===== src/rtl/uart_frame_rx.sv =====
// 8-bit asynchronous serial receiver with optional parity check.
// Emits each good byte with a one-clock strobe; stop or parity failures give a one-clock error strobe.
module uart_frame_rx #(
  parameter int CLKS_PER_BIT = 868,
  parameter bit PARITY_EN    = 1'b0,
  parameter bit PARITY_ODD   = 1'b0
) (
  input  logic       clk,
  input  logic       rst,
  input  logic       rx,
  output logic [7:0] frame,
  output logic       frame_valid,
  output logic       frame_err,
  output logic       busy
);

  localparam int CW = $clog2(CLKS_PER_BIT);
  // Detect clock counts as the first of the HALF clocks before the start sample.
  localparam logic [CW-1:0] HALF_TC = CW'(CLKS_PER_BIT / 2 - 2);
  localparam logic [CW-1:0] BIT_TC  = CW'(CLKS_PER_BIT - 1);

  // state    | meaning
  // S_IDLE   | line idle, waiting for start edge (or for line high after a break)
  // S_START  | timing to mid start bit to reject glitches
  // S_DATA   | sampling 8 data bits LSB first
  // S_PARITY | sampling the parity bit
  // S_STOP   | sampling the stop bit, then one clock to report the result
  typedef enum logic [2:0] {S_IDLE, S_START, S_DATA, S_PARITY, S_STOP} state_t;

  state_t          r_state;
  state_t          w_state_nxt;
  logic            r_sync1;
  logic            r_rx_s;
  logic [CW-1:0]   r_cnt;
  logic [2:0]      r_bitn;
  logic [7:0]      r_shift;
  logic            r_par_bad;
  logic            r_stop_seen;
  logic            r_stop_ok;
  logic            r_rearm;
  logic [7:0]      r_frame;
  logic            r_frame_valid;
  logic            r_frame_err;
  logic            w_bit_tc;
  logic            w_half_tc;

  always_comb begin
    w_state_nxt = r_state;
    w_bit_tc    = (r_cnt == BIT_TC);
    w_half_tc   = (r_cnt == HALF_TC);
    case (r_state)
      S_IDLE:   if (r_rearm && !r_rx_s) w_state_nxt = S_START;
      S_START:  if (w_half_tc) w_state_nxt = r_rx_s ? S_IDLE : S_DATA;
      S_DATA:   if (w_bit_tc && (r_bitn == 3'd7)) w_state_nxt = PARITY_EN ? S_PARITY : S_STOP;
      S_PARITY: if (w_bit_tc) w_state_nxt = S_STOP;
      S_STOP:   if (r_stop_seen) w_state_nxt = S_IDLE;
      default:  w_state_nxt = S_IDLE;
    endcase
  end

  always_ff @(posedge clk or negedge rst) begin
    if (!rst) begin
      r_state       <= S_IDLE;
      r_sync1       <= 1'b1;
      r_rx_s        <= 1'b1;
      r_cnt         <= '0;
      r_bitn        <= '0;
      r_shift       <= '0;
      r_par_bad     <= 1'b0;
      r_stop_seen   <= 1'b0;
      r_stop_ok     <= 1'b0;
      r_rearm       <= 1'b1;
      r_frame       <= '0;
      r_frame_valid <= 1'b0;
      r_frame_err   <= 1'b0;
    end else begin
      r_sync1       <= rx;
      r_rx_s        <= r_sync1;
      r_state       <= w_state_nxt;
      r_frame_valid <= 1'b0;
      r_frame_err   <= 1'b0;
      case (r_state)
        S_IDLE: begin
          r_cnt       <= '0;
          r_bitn      <= '0;
          r_par_bad   <= 1'b0;
          r_stop_seen <= 1'b0;
          if (!r_rearm && r_rx_s) r_rearm <= 1'b1;
        end
        S_START: r_cnt <= w_half_tc ? '0 : r_cnt + CW'(1);
        S_DATA: begin
          if (w_bit_tc) begin
            r_cnt   <= '0;
            r_shift <= {r_rx_s, r_shift[7:1]};
            r_bitn  <= r_bitn + 3'd1;
          end else begin
            r_cnt <= r_cnt + CW'(1);
          end
        end
        S_PARITY: begin
          if (w_bit_tc) begin
            r_cnt     <= '0;
            r_par_bad <= (((^r_shift) ^ r_rx_s) != PARITY_ODD);
          end else begin
            r_cnt <= r_cnt + CW'(1);
          end
        end
        S_STOP: begin
          if (!r_stop_seen) begin
            if (w_bit_tc) begin
              r_stop_seen <= 1'b1;
              r_stop_ok   <= r_rx_s;
              // A low stop bit means a break may follow; wait for idle before rearming.
              if (!r_rx_s) r_rearm <= 1'b0;
            end else begin
              r_cnt <= r_cnt + CW'(1);
            end
          end else begin
            r_stop_seen <= 1'b0;
            if (r_stop_ok && !r_par_bad) begin
              r_frame       <= r_shift;
              r_frame_valid <= 1'b1;
            end else begin
              r_frame_err <= 1'b1;
            end
          end
        end
        default: r_cnt <= '0;
      endcase
    end
  end

  assign frame       = r_frame;
  assign frame_valid = r_frame_valid;
  assign frame_err   = r_frame_err;
  assign busy        = (r_state != S_IDLE);

endmodule


===== config.mk =====
export PLATFORM = sky130hd
export DESIGN_NAME = uart_frame_rx
export DESIGN_NICKNAME = d
export VERILOG_FILES = /design/src/rtl/uart_frame_rx.sv
export SDC_FILE = /design/constraint.sdc
export NUM_CORES = 1
export LEC_CHECK = 0
export BUFFER_PORTS_ARGS = -buffer_cell sky130_fd_sc_hd__buf_4
export CAP_MARGIN = 0
export CORE_MARGIN = 2
export CORE_UTILIZATION = 40
export DETAILED_ROUTE_END_ITERATION = 6
export REMOVE_ABC_BUFFERS = 1
export SLEW_MARGIN = 20
export SYNTH_ARGS = -nofsm -noshare
export SYNTH_HDL_FRONTEND = slang
export SYNTH_SLANG_ARGS = --single-unit
export TNS_END_PERCENT = 10

===== constraint.sdc =====
create_clock -name clk -period 2.88 [get_ports clk]
set_clock_uncertainty 0.1 [all_clocks]
set_input_delay 0.288 -clock clk [delete_from_list [all_inputs] [get_ports clk]]
set_output_delay 0.288 -clock clk [all_outputs]
set_load 0.02 [all_outputs]

Yosys cells after proc, flatten, opt, wreduce, memory -nomap -nowiden
Index checks and enable logic that the tools add are counted.
W data, S select, Z words.
{"block": "totals", "out_inout_bits": 11, "inputBits": 3, "ff_bits": 40}
{"block": "classes", "n_reduce_logical": 22, "bitwise": 2, "addsub": 2, "mux": 30, "eq_ne": 18}
{"cell": "$mux W10", "n": 4}
{"cell": "$pmux W10 S3", "n": 1}
{"cell": "$ne A2 B2 Y1 const B", "n": 11}
{"cell": "$mux W3", "n": 6}
{"cell": "$pmux W3 S5", "n": 1}
{"cell": "$mux W1", "n": 13}
{"cell": "$add A10 B1 Y10 const B", "n": 1}
{"cell": "$eq A10 B10 Y1 const B", "n": 1}
{"cell": "$eq A10 B9 Y1 const B", "n": 1}
{"cell": "$reduce_and A5 Y1", "n": 2}
{"cell": "$reduce_and A2 Y1", "n": 4}
{"cell": "$reduce_xor A8 Y1", "n": 1}
{"cell": "$eq A3 B2 Y1 const B", "n": 2}
{"cell": "$eq A3 B3 Y1 const B", "n": 2}
{"cell": "$pmux W1 S2", "n": 3}
{"cell": "$pmux W3 S2", "n": 1}
{"cell": "$reduce_and A3 Y1", "n": 2}
{"cell": "$reduce_bool A2 Y1", "n": 3}
{"cell": "$logic_and A1 B1 Y1", "n": 4}
{"cell": "$add A3 B1 Y3 const B", "n": 1}
{"cell": "$eq A3 B1 Y1 const B", "n": 1}
{"cell": "$logic_not A1 Y1", "n": 3}
{"cell": "$logic_not A3 Y1", "n": 1}
{"cell": "$reduce_bool A3 Y1", "n": 1}
{"cell": "other kinds (4)", "n": 4}

Logic depth before layout (Yosys ltp)
Gate-level depths: netlist of the first run.
{"block": "depth", "word_depth": 5, "ltp_mapped": 6}

Worst setup path after synthesis of the first run
Ideal clock, no wire load.
{"block": "synth_timing", "kind": "register -> register", "startpoint": "register r_cnt[2]", "endpoint": "register r_cnt[0]", "path_buffers": 0, "stages_incl_launch_ff": 6, "required_time_ns": 2.655, "setup_slack_ns": 0.988, "t_arrival_ns": 1.667, "cell_sequence": "dfrtp_1 -> and4bb_4 -> a31oi_2 -> a221oi_4 -> nor2_2 -> mux2_2"}
{"block": "synth_via", "elab_chain_len": 3}
{"item": "start, declared", "line": "34", "source": "logic [CW-1:0] r_cnt;"}
{"item": "start signal, assigned", "line": "90", "source": "S_START: r_cnt <= w_half_tc ? '0 : r_cnt + CW'(1);"}
{"item": "start signal, assigned", "line": "97", "source": "r_cnt <= r_cnt + CW'(1);"}
{"item": "start signal, assigned", "line": "105", "source": "r_cnt <= r_cnt + CW'(1);"}
{"item": "$eq A10 B10 Y1 / $eq A10 B9 Y1 (equally long branches)", "line": "49, 50"}
{"item": "$mux W10, or another cell as far along", "line": "92, 101"}
{"item": "$pmux W10 S3 / $reduce_and A2 Y1 (equally long branches)"}
Several ways; a longest one is shown, not always the timed one.
A chain may end at the register's enable or synchronous reset.

Worst setup path in the final report of the first run
{"block": "layout_timing", "startpoint": "register r_cnt[2]", "endpoint": "register r_bitn[0]"}
{"block": "layout_via", "elab_chain_len": 3}
{"item": "$eq A10 B10 Y1", "line": "49", "source": "w_bit_tc = (r_cnt == BIT_TC);"}
{"item": "$ne A2 B2 Y1 (no source line)"}
{"item": "$reduce_and A2 Y1 (no source line)"}
{"item": "end signal, assigned", "line": "95", "source": "r_bitn <= r_bitn + 3'd1;"}
{"item": "end, declared", "line": "35", "source": "logic [2:0] r_bitn;"}
Every way passes these cells.

==> results of run 1 <==
==> flip-flops by register name, summed over array words and instances, names as in the netlist <==
name / flops
r_cnt: 10
frame: 8
r_shift: 8
r_bitn: 3
r_state: 3
frame_err: 1
frame_valid: 1
r_par_bad: 1
r_rearm: 1
r_rx_s: 1
r_stop_ok: 1
r_stop_seen: 1
r_sync1: 1
==> cell families (layout without fill, tap and decap cells) <==
logic type,after synthesis,after routing,share of synthesized area [%]
flops,40,40,52.4
xor+xnor,15,15,6.85
mux,10,10,5.87
fa+ha+maj,4,4,2.61
compound gates,28,28,11.5
simple gates,69,69,18.9
buf+inv,9,29,1.89
==> cell type report <==
| class | count | share of cell area, % |
|---|---|---|
| Clock inverter | 1 | 0.343 |
| Timing Repair Buffer | 16 | 5.72 |
| Multi-Input combinational cell | 126 | 40.1 |
| Inverter | 5 | 0.858 |
| Sequential cell | 40 | 45.9 |
| Tap cell | 54 | 3.09 |
| Clock buffer | 7 | 3.95 |
==> worst max-delay path, cell delays in order, from the launching register on <==
cell and delay (ns):
dfrtp_1 0.44, and4bb_4 0.42, nand3_4 0.15, or3_1 0.56
nand3_1 0.15, o21ai_0 0.08
==> power by group <==
part	internal, mW	switching (mW)	leakage, nW	total [mW]
registers	0.600	0.0583	0.537	0.658
logic	0.0855	0.0970	0.481	0.182
clock network	0.195	0.191	0.0445	0.386
==> per-layer routing <==
metal | routed length (microns) | GRT usage, % | vias to the layer above
met1 | 1880 | 22.3 | 668
met2 | 1560 | 21.4 | 15
li1 | - | - | 656
met4 | 19 | 4.94 | 0
met5 | 0 | 0 | -
met3 | 96 | 5.52 | 2
==> cells in the final DEF, fill, tap and decap left out, types with 3 or more instances in the layout <==
cell / n
o2111ai_1: 4
clkbuf_8: 6
or3_1: 3
dfstp_2: 3
nand2_1: 30
nand3_1: 5
inv_1: 5
a21oi_1: 5
mux2_2: 10
xnor2_1: 6
dfrtp_1: 37
o211ai_1: 3
buf_4: 14
and3_1: 3
o21ai_0: 5
ha_1: 4
nor2_1: 11
xor2_1: 9
==> per-stage QoR <==
| stage | std cells | setup slack (ns) | instance area [sq um] | hold WS (ns) |
|---|---|---|---|---|
| floorplan | 171 | 0.988 | 1900 | -0.108 |
| global placement | 239 | 0.855 | 2070 | 0.186 |
| detailed placement | 239 | 0.862 | 2070 | 0.200 |
| CTS | 249 | 0.855 | 2190 | 0.259 |
| global route | 249 | 0.684 | 2190 | 0.267 |
| finish | 249 | 0.851 | 2190 | 0.257 |
==> worst max-delay path by stage <==
stage / endpoint / from / slack (ns)
finish: r_bitn[0]$_DFFE_PN0P_ / r_cnt[2]$_DFFE_PN0P_ / 0.85
global route: r_bitn[0]$_DFFE_PN0P_ / r_cnt[1]$_DFFE_PN0P_ / 0.68
CTS: r_bitn[0]$_DFFE_PN0P_ / r_cnt[2]$_DFFE_PN0P_ / 0.86
detailed placement: r_bitn[0]$_DFFE_PN0P_ / r_cnt[2]$_DFFE_PN0P_ / 0.86
global placement: r_bitn[0]$_DFFE_PN0P_ / r_cnt[2]$_DFFE_PN0P_ / 0.85
floorplan: r_cnt[0]$_DFFE_PN0P_ / r_cnt[2]$_DFFE_PN0P_ / 0.99
==> results.md, run 1 <==
* Outcome: finished, final reports clean
* CTS tree: yes
* Hold Path Class: reg -> reg
* Setup TNS at 0 ns
* Worst skew pair latency at 0.29 ns
* Top cells by count, synth: dfrtp_1, nand2_1, nor2_1, mux2_2, xor2_1
* Initial antenna violation count at 0
* Max cap viols at 0
* DRC at 0
* Final Util at 46.9%
* Hold path depth at 0
* Lkg Pwr at 1.06 nW
* Area contributors post-synth: dfrtp_1, mux2_2, nand2_1
* First-pass GRT wire length at 6290 microns
* EDFF count, synth at 0
* Antenna Cells at 0
* CTS Buffer Depth at 2
* Crit path required time at 2.95 ns
* Reg2Reg Setup Slack at 0.85 ns
* GRT overflow at 0
* Avg WL per Cell at 14.3 microns
* Number of port buffers at 13
* Final period util at 70.5%
* Synth area leader: dfrtp_1
* Vias at 1341
* Post-route minimum period at 2.03 ns
* Final Slew Violations at 0
* Synth Cell Area at 1920 sq um
* Antenna Violating Nets Remaining at 0
* Drt first pass iters at 4
* Reg2reg path depth at 5
* Total power at 1.23 mW
* RSZ-0062 raised after global routing: false
* Capturing point of the worst reg2reg path: r_bitn[0]$_DFFE_PN0P_
* Post_cts resized at 0
* Sequential cell area fraction in the yosys report at 52.4%
* Die Ht at 73.2 microns
* Most numerous cell in the Yosys netlist: dfrtp_1
* Area delta synth->final at 14.0%
* Final hold violations at 0
* Final nets at 201
* Largest net degree at the start of global routing at 41
* I/O pin count at 14
* H-tree depth at 2
* HP Start: r_sync1$_DFF_PN1_
* Top cell type's share of synthesized area at 48.3%
* Core area at 4660 sq um
* Final GP Congestion at 0.823
* Fillers at 436
* Crit end category: flop
* CTS Buf Count at 5
* Layout cells sized above 1 at 22.6%
* Async SR Flop Fraction at 100%
* Post-Syn Instances at 175
* Slew @ Worst Pin at 0.626 ns
* GRT Total Usage at 15.4%
* CTS root buf: clkbuf_8
* Data arrival, critical path at 2.09 ns
* Routed vias/inst at 5.39
* Die ar. at 5360 sq um
* Multi-input logic area at 877 sq um
* Setup CP Type: reg -> reg
* WL final at 3550 microns
* Die W at 73.2 microns
* Initial DRC count at 143
* Num Clock Sinks at 40
* Worst-path clk slew at 0.08 ns
* Synth warn at 0
* # setup viols final at 0
* Max FO, Critical Path at 12
* CP Launch Type: flop
* Hold EP: r_rx_s$_DFF_PN1_
* Vias in the first global route at 1290
* FMAX at 493 MHz
* Final HPWL DP at 2440 microns
* Worst VDD drop at 270 uV
* Initial Util at 41.2%
* Synth Flop Type: dfrtp_1
* Postcts setup bufs at 0
* Sequential Area at 1000 sq um
* Post-synthesis cell type count at 41
* Seq cells post-synth at 40
* Syn avg cell area at 11.0 sq um
* Row cnt at 25
* Max transition margin at 58.0%
* Power per cell area at 561 nW/um^2
* Hold_buf cts at 2
* R2R Path Start: r_cnt[2]$_DFFE_PN0P_
Power figures use the tool's default switching activity.
==> run 2, diff against run 1 <==
- ABC_AREA: default -> 1
- clock period: 2.88 -> 1.8 ns (I/O delays scaled with it)
==> results.md, run 2 <==
* Number of port buffers at 13
* Post-route minimum period at 1.70 ns
* Clock Power Share at 24.8%
* I/O pin count at 14
* Synth Cell Area at 2130 sq um
* WL final at 4260 microns
* Initial Util at 41.7%
* Fin worst setup slack at 0.100 ns
* Max reg flops at 10
* Die W at 76.9 microns
* Final Util at 48.3%
* Postcts setup bufs at 0
* CTS Buffer Depth at 2
* Vias at 1800
* Layout cells sized above 1 at 13.3%
* Avg WL per Cell at 11.3 microns
* Top cell type's share of synthesized area at 43.5%
* Row cnt at 26
* Antenna Cells at 0
* Final nets at 314
* Capturing point of the worst reg2reg path: r_state[1]$_DFFE_PN0P_
* # setup viols final at 0
* Die ar. at 5920 sq um
* Switching Share at 37.0%
* Max stage delay on crit path at 0.41 ns
* Most frequent cells in the layout: nand2_1, inv_1, dfrtp_1
* CTS root buf: clkbuf_8
* FMAX at 588 MHz
* Reg2reg path depth at 9
* GRT Total Usage at 15.8%
* P_int at 1.49 mW
* Hold_ws at 0.262 ns
* RSZ-0062 raised after global routing: true
* CTS Buf Count at 5
* Max FO, Critical Path at 4
* Reg with most FFs: r_cnt
* CP most frequent cell: nand2_1
* Synth warn at 0
* Setup TNS at 0 ns
* Async SR Flop Fraction at 100%
* Final HPWL DP at 3090 microns
* Power per cell area at 961 nW/um^2
* Largest net degree at the start of global routing at 41
* Crit end category: flop
* GRT overflow at 0
* Hold EP: r_rx_s$_DFF_PN1_
* Post-Syn Instances at 282
* Most numerous cell in the Yosys netlist: nand2_1
* H-tree depth at 2
* Setup CP Type: reg -> reg
* Hold Path Class: reg -> reg
* Worst skew pair latency at 0.29 ns
* Initial antenna violation count at 0
* DRC at 0
* Final period util at 94.4%
* Comb pwr share at 31.2%
* Post-synthesis cell type count at 25
* Vias in the first global route at 1581
* Core area at 5110 sq um
* Worst-path clk slew at 0.08 ns
* Synth Flop Type: dfrtp_1
* Outcome: finished, final reports clean
* Slew @ Worst Pin at 0.500 ns
* R2R Path Start: r_cnt[0]$_DFFE_PN0P_
* Data arrival, critical path at 1.78 ns
* Most common cell after layout, fill and taps aside: nand2_1
* Antenna Violating Nets Remaining at 0
* Area delta synth->final at 15.9%
* CP Launch Type: flop
* Syn avg cell area at 7.55 sq um
* Initial DRC count at 96
* Routed vias/inst at 4.76
* Setup WS pre-CTS at 0.0329 ns
* Critical-path cell list: inv_1 > ha_2 > nand3_1 > nor2_1 > nand2_1 > nand2_1 > nand3_1 > nand2_1 > o21ai_1
* Num Clock Sinks at 40
* First-pass GRT wire length at 7450 microns
* Total power at 2.37 mW
* Final GP Congestion at 0.892
* Lkg Pwr at 1.26 nW
* Slowest stage cell, crit path: dfrtp_1
* Sequential cell area fraction in the yosys report at 47.2%
* Die Ht at 76.9 microns
* HP Start: r_sync1$_DFF_PN1_
* Sequential power share at 44.0%
* Synth area leader: dfrtp_1
* Seq cells post-synth at 40
* CTS tree: yes
* Final Slew Violations at 0
* Crit path required time at 1.88 ns
* Hold path depth at 0
* EDFF count, synth at 0
* Final hold violations at 0
* Reg2Reg Setup Slack at 0.10 ns
* Switching power of the nets at 0.876 mW
* Area contributors post-synth: dfrtp_1, nand2_1, inv_1
* Max transition margin at 66.6%
* Max cap viols at 0
* Drt first pass iters at 4
* Worst VDD drop at 543 uV
* Top cells by count, synth: nand2_1, inv_1, dfrtp_1, nor2_1, nand3_1
## run 2: cell count changes after synthesis, moves of 3 or more
| cell | delta |
|---|---|
| xor2_1 | -6 |
| xnor2_1 | -6 |
| nand3_1 | +21 |
| inv_1 | +34 |
| nor2_1 | +19 |
| and3_1 | -3 |
| mux2_2 | -10 |
| nor3_1 | +5 |
| o2111ai_1 | -4 |
| o21ai_0 | +14 |
| a21oi_1 | +4 |
| or3_1 | -3 |
| nand2_1 | +55 |
## run 2: area by class of cell
type | instances | area [sq um]
tap | 70 | 87.6
timing repair buffer | 21 | 163
inverter | 41 | 155
clock inverter | 2 | 12.5
clock buffer | 6 | 72.6
multi-input combinational | 198 | 971
fill | 519 | 2640
sequential | 40 | 1000
## run 2: kinds of logic (layout without fill, tap and decap cells)
group	count (synthesis)	count (layout)	synth area share, %
adders and majority gates	4	4	2.35
AOI/OAI and AO/OA	32	32	8.05
buffers and inverters	44	70	8.17
DFF	40	40	47.2
and+or+nand+nor	159	159	33.0
xor gates and xnor gates	3	3	1.23
## run 2: layer usage
metal,part of all wire (%),vias to the layer above,track usage [%]
met3,3.8,8,3.29
met1,53,818,23.5
met5,0,-,0
met4,1.8,0,6.36
met2,41,29,22.3
li1,-,945,-
## run 2: how the worst max path moves through the flow
stage                                     from                      to  slack, ns
after floorplan           r_cnt[0]$_DFFE_PN0P_   r_bitn[0]$_DFFE_PN0P_       0.01
after global placement    r_cnt[0]$_DFFE_PN0P_    r_cnt[3]$_DFFE_PN0P_        0.1
after detailed placement  r_cnt[0]$_DFFE_PN0P_    r_cnt[4]$_DFFE_PN0P_       0.03
after CTS                 r_cnt[0]$_DFFE_PN0P_    r_cnt[4]$_DFFE_PN0P_      0.009
after global routing      r_cnt[0]$_DFFE_PN0P_  r_state[1]$_DFFE_PN0P_      -0.02
final                     r_cnt[0]$_DFFE_PN0P_  r_state[1]$_DFFE_PN0P_       0.10
## run 2: power groups by stage
stage | sequential, mW | clock [mW] | combinational [mW]
4_1_cts | 1.04 | 0.610 | 0.714
5_1_grt | 1.06 | 0.635 | 0.828
2_1_floorplan | 1.04 | 0 | 0.492
3_3_place_gp | 1.06 | 0 | 0.702
6_report | 1.04 | 0.588 | 0.741
3_5_place_dp | 1.06 | 0 | 0.705
## run 2: per-stage QoR
| step | instances | area [sq um] |
|---|---|---|
| floorplan | 279 | 2110 |
| global placement | 368 | 2340 |
| detailed placement | 368 | 2340 |
| CTS | 378 | 2440 |
| global route | 378 | 2470 |
| finish | 378 | 2470 |
## run 2: critical path, delay by kind of cell, from the launching register on
kind | cells | cell delay (ns)
AO/OA/AOI/OAI | 1 | 0.06
adder cells (fa/ha/maj) | 1 | 0.22
buffers and inverters | 1 | 0.14
flip-flops | 1 | 0.41
AND/OR/NAND/NOR | 6 | 0.66
## run 2: repair_timing
action,CTS,global route
gates resized for setup,0,6
hold buffers,2,0
endpoints found under the setup margin,0,22
hold endpoints to repair,38,0
==> run 3, diff against run 2 <==
- clock period: 1.8 -> 2.05 ns (I/O delays scaled with it)
==> results.md, run 3 (synthesized netlist as in run 2, its figures left out) <==
* Outcome: finished, final reports clean
* Antenna Violating Nets Remaining at 0
* Final Util at 48.8%
* Final hold violations at 0
* Post-route minimum period at 1.79 ns
* Inst Count DP at 367
* Data arrival, critical path at 1.86 ns
* Initial Util at 41.7%
* Num Clock Sinks at 40
* Setup TNS at 0 ns
* Slew @ Worst Pin at 0.509 ns
* Final nets at 313
* GRT overflow at 0
* Final period util at 87.2%
* Max reg flops at 10
* GRT Total Usage at 16.2%
* Vias in the first global route at 1661
* Setup WS pre-CTS at 0.150 ns
* Layout cells sized above 1 at 12.4%
* Die ar. at 5920 sq um
* Max cap viols at 0
* Row cnt at 26
* Setup CP Type: reg -> reg
* Hold Path Class: reg -> reg
* H-tree depth at 2
* Most frequent cells in the layout: nand2_1, inv_1, dfrtp_1
* Crit path required time at 2.12 ns
* Max FO, Critical Path at 8
* Max transition margin at 66.1%
* Antenna Cells at 0
* Drt first pass iters at 4
* Area delta synth->final at 17.0%
* Initial DRC count at 91
* Vias at 1810
* Die W at 76.9 microns
* Reg with most FFs: r_cnt
* Placed Area at 2330 sq um
* First-pass GRT wire length at 7670 microns
* I/O pin count at 14
* Largest net degree at the start of global routing at 41
* Worst-path clk slew at 0.07 ns
* CTS Buffer Depth at 2
* Non-filler instance count after layout at 377
* Final HPWL DP at 3250 microns
* Final Slew Violations at 0
* Hold_ws at 0.258 ns
* Post-route cell area at 2490 sq um
* CTS tree: yes
* Final GP Congestion at 0.879
* Routed vias/inst at 4.80
* Lkg Pwr at 1.28 nW
* RSZ-0062 raised after global routing: false
* WL final at 4410 microns
* CP Launch Type: flop
* Initial antenna violation count at 0
* CTS root buf: clkbuf_8
* DRC at 0
* Power per cell area at 924 nW/um^2
* Postcts setup bufs at 0
* Avg WL per Cell at 11.7 microns
* Fin worst setup slack at 0.262 ns
* Most common cell after layout, fill and taps aside: nand2_1
* FMAX at 559 MHz
* Total power at 2.30 mW
* Worst VDD drop at 401 uV
* Number of port buffers at 13
* Crit end category: flop
* Die Ht at 76.9 microns
* CTS Buf Count at 5
* Core area at 5110 sq um
* # setup viols final at 0
* Worst skew pair latency at 0.30 ns
## run 3: cell type report
class                           count  area (sq um)
Timing Repair Buffer               20           155
Clock inverter                      2          60.1
Multi-Input combinational cell    198           955
Fill cell                         505          2620
Inverter                           41           155
Clock buffer                        6          72.6
Tap cell                           70          87.6
Sequential cell                    40          1000
## run 3: report_power, final
group	switching, mW	internal, mW
registers	0.0709	0.847
clock network	0.281	0.487
logic	0.411	0.204
total	0.763	1.54
## run 3: critical path: stages (launching register included)
cell and delay, ns:
dfrtp_1 0.40, ha_1 0.21, inv_1 0.09, nor3_2 0.20, nand3_2 0.16, nand2_1 0.18
inv_1 0.16, nand2_1 0.09, o21ai_0 0.08
## run 3: repair_timing
item,4_1_cts,5_1_grt
hold buffers,2,0
endpoints found under the setup margin,0,6
gates resized for setup,0,1
endpoints found under the hold margin,38,0
## run 3: worst paths after layout
path,from,to,slack (ns),cells after the start
max,r_cnt[0]$_DFFE_PN0P_,r_cnt[3]$_DFFE_PN0P_,0.26,8
min,r_sync1$_DFF_PN1_,r_rx_s$_DFF_PN1_,0.26,0
max reg2reg,r_cnt[0]$_DFFE_PN0P_,r_cnt[3]$_DFFE_PN0P_,0.26,8
min reg2reg,r_sync1$_DFF_PN1_,r_rx_s$_DFF_PN1_,0.26,0
max in group asynchronous,rst,r_rearm$_DFFE_PN1P_,1.16,2
min in group asynchronous,rst,frame[1]$_DFFE_PN0P_,0.32,2
## run 3: metal layers
layer,wire length [microns],track usage (%),part of all wire (%)
met5,0,0,0
met1,2310,23.2,52
met3,171,3.88,3.9
met4,66,4.91,1.5
met2,1860,24.4,42
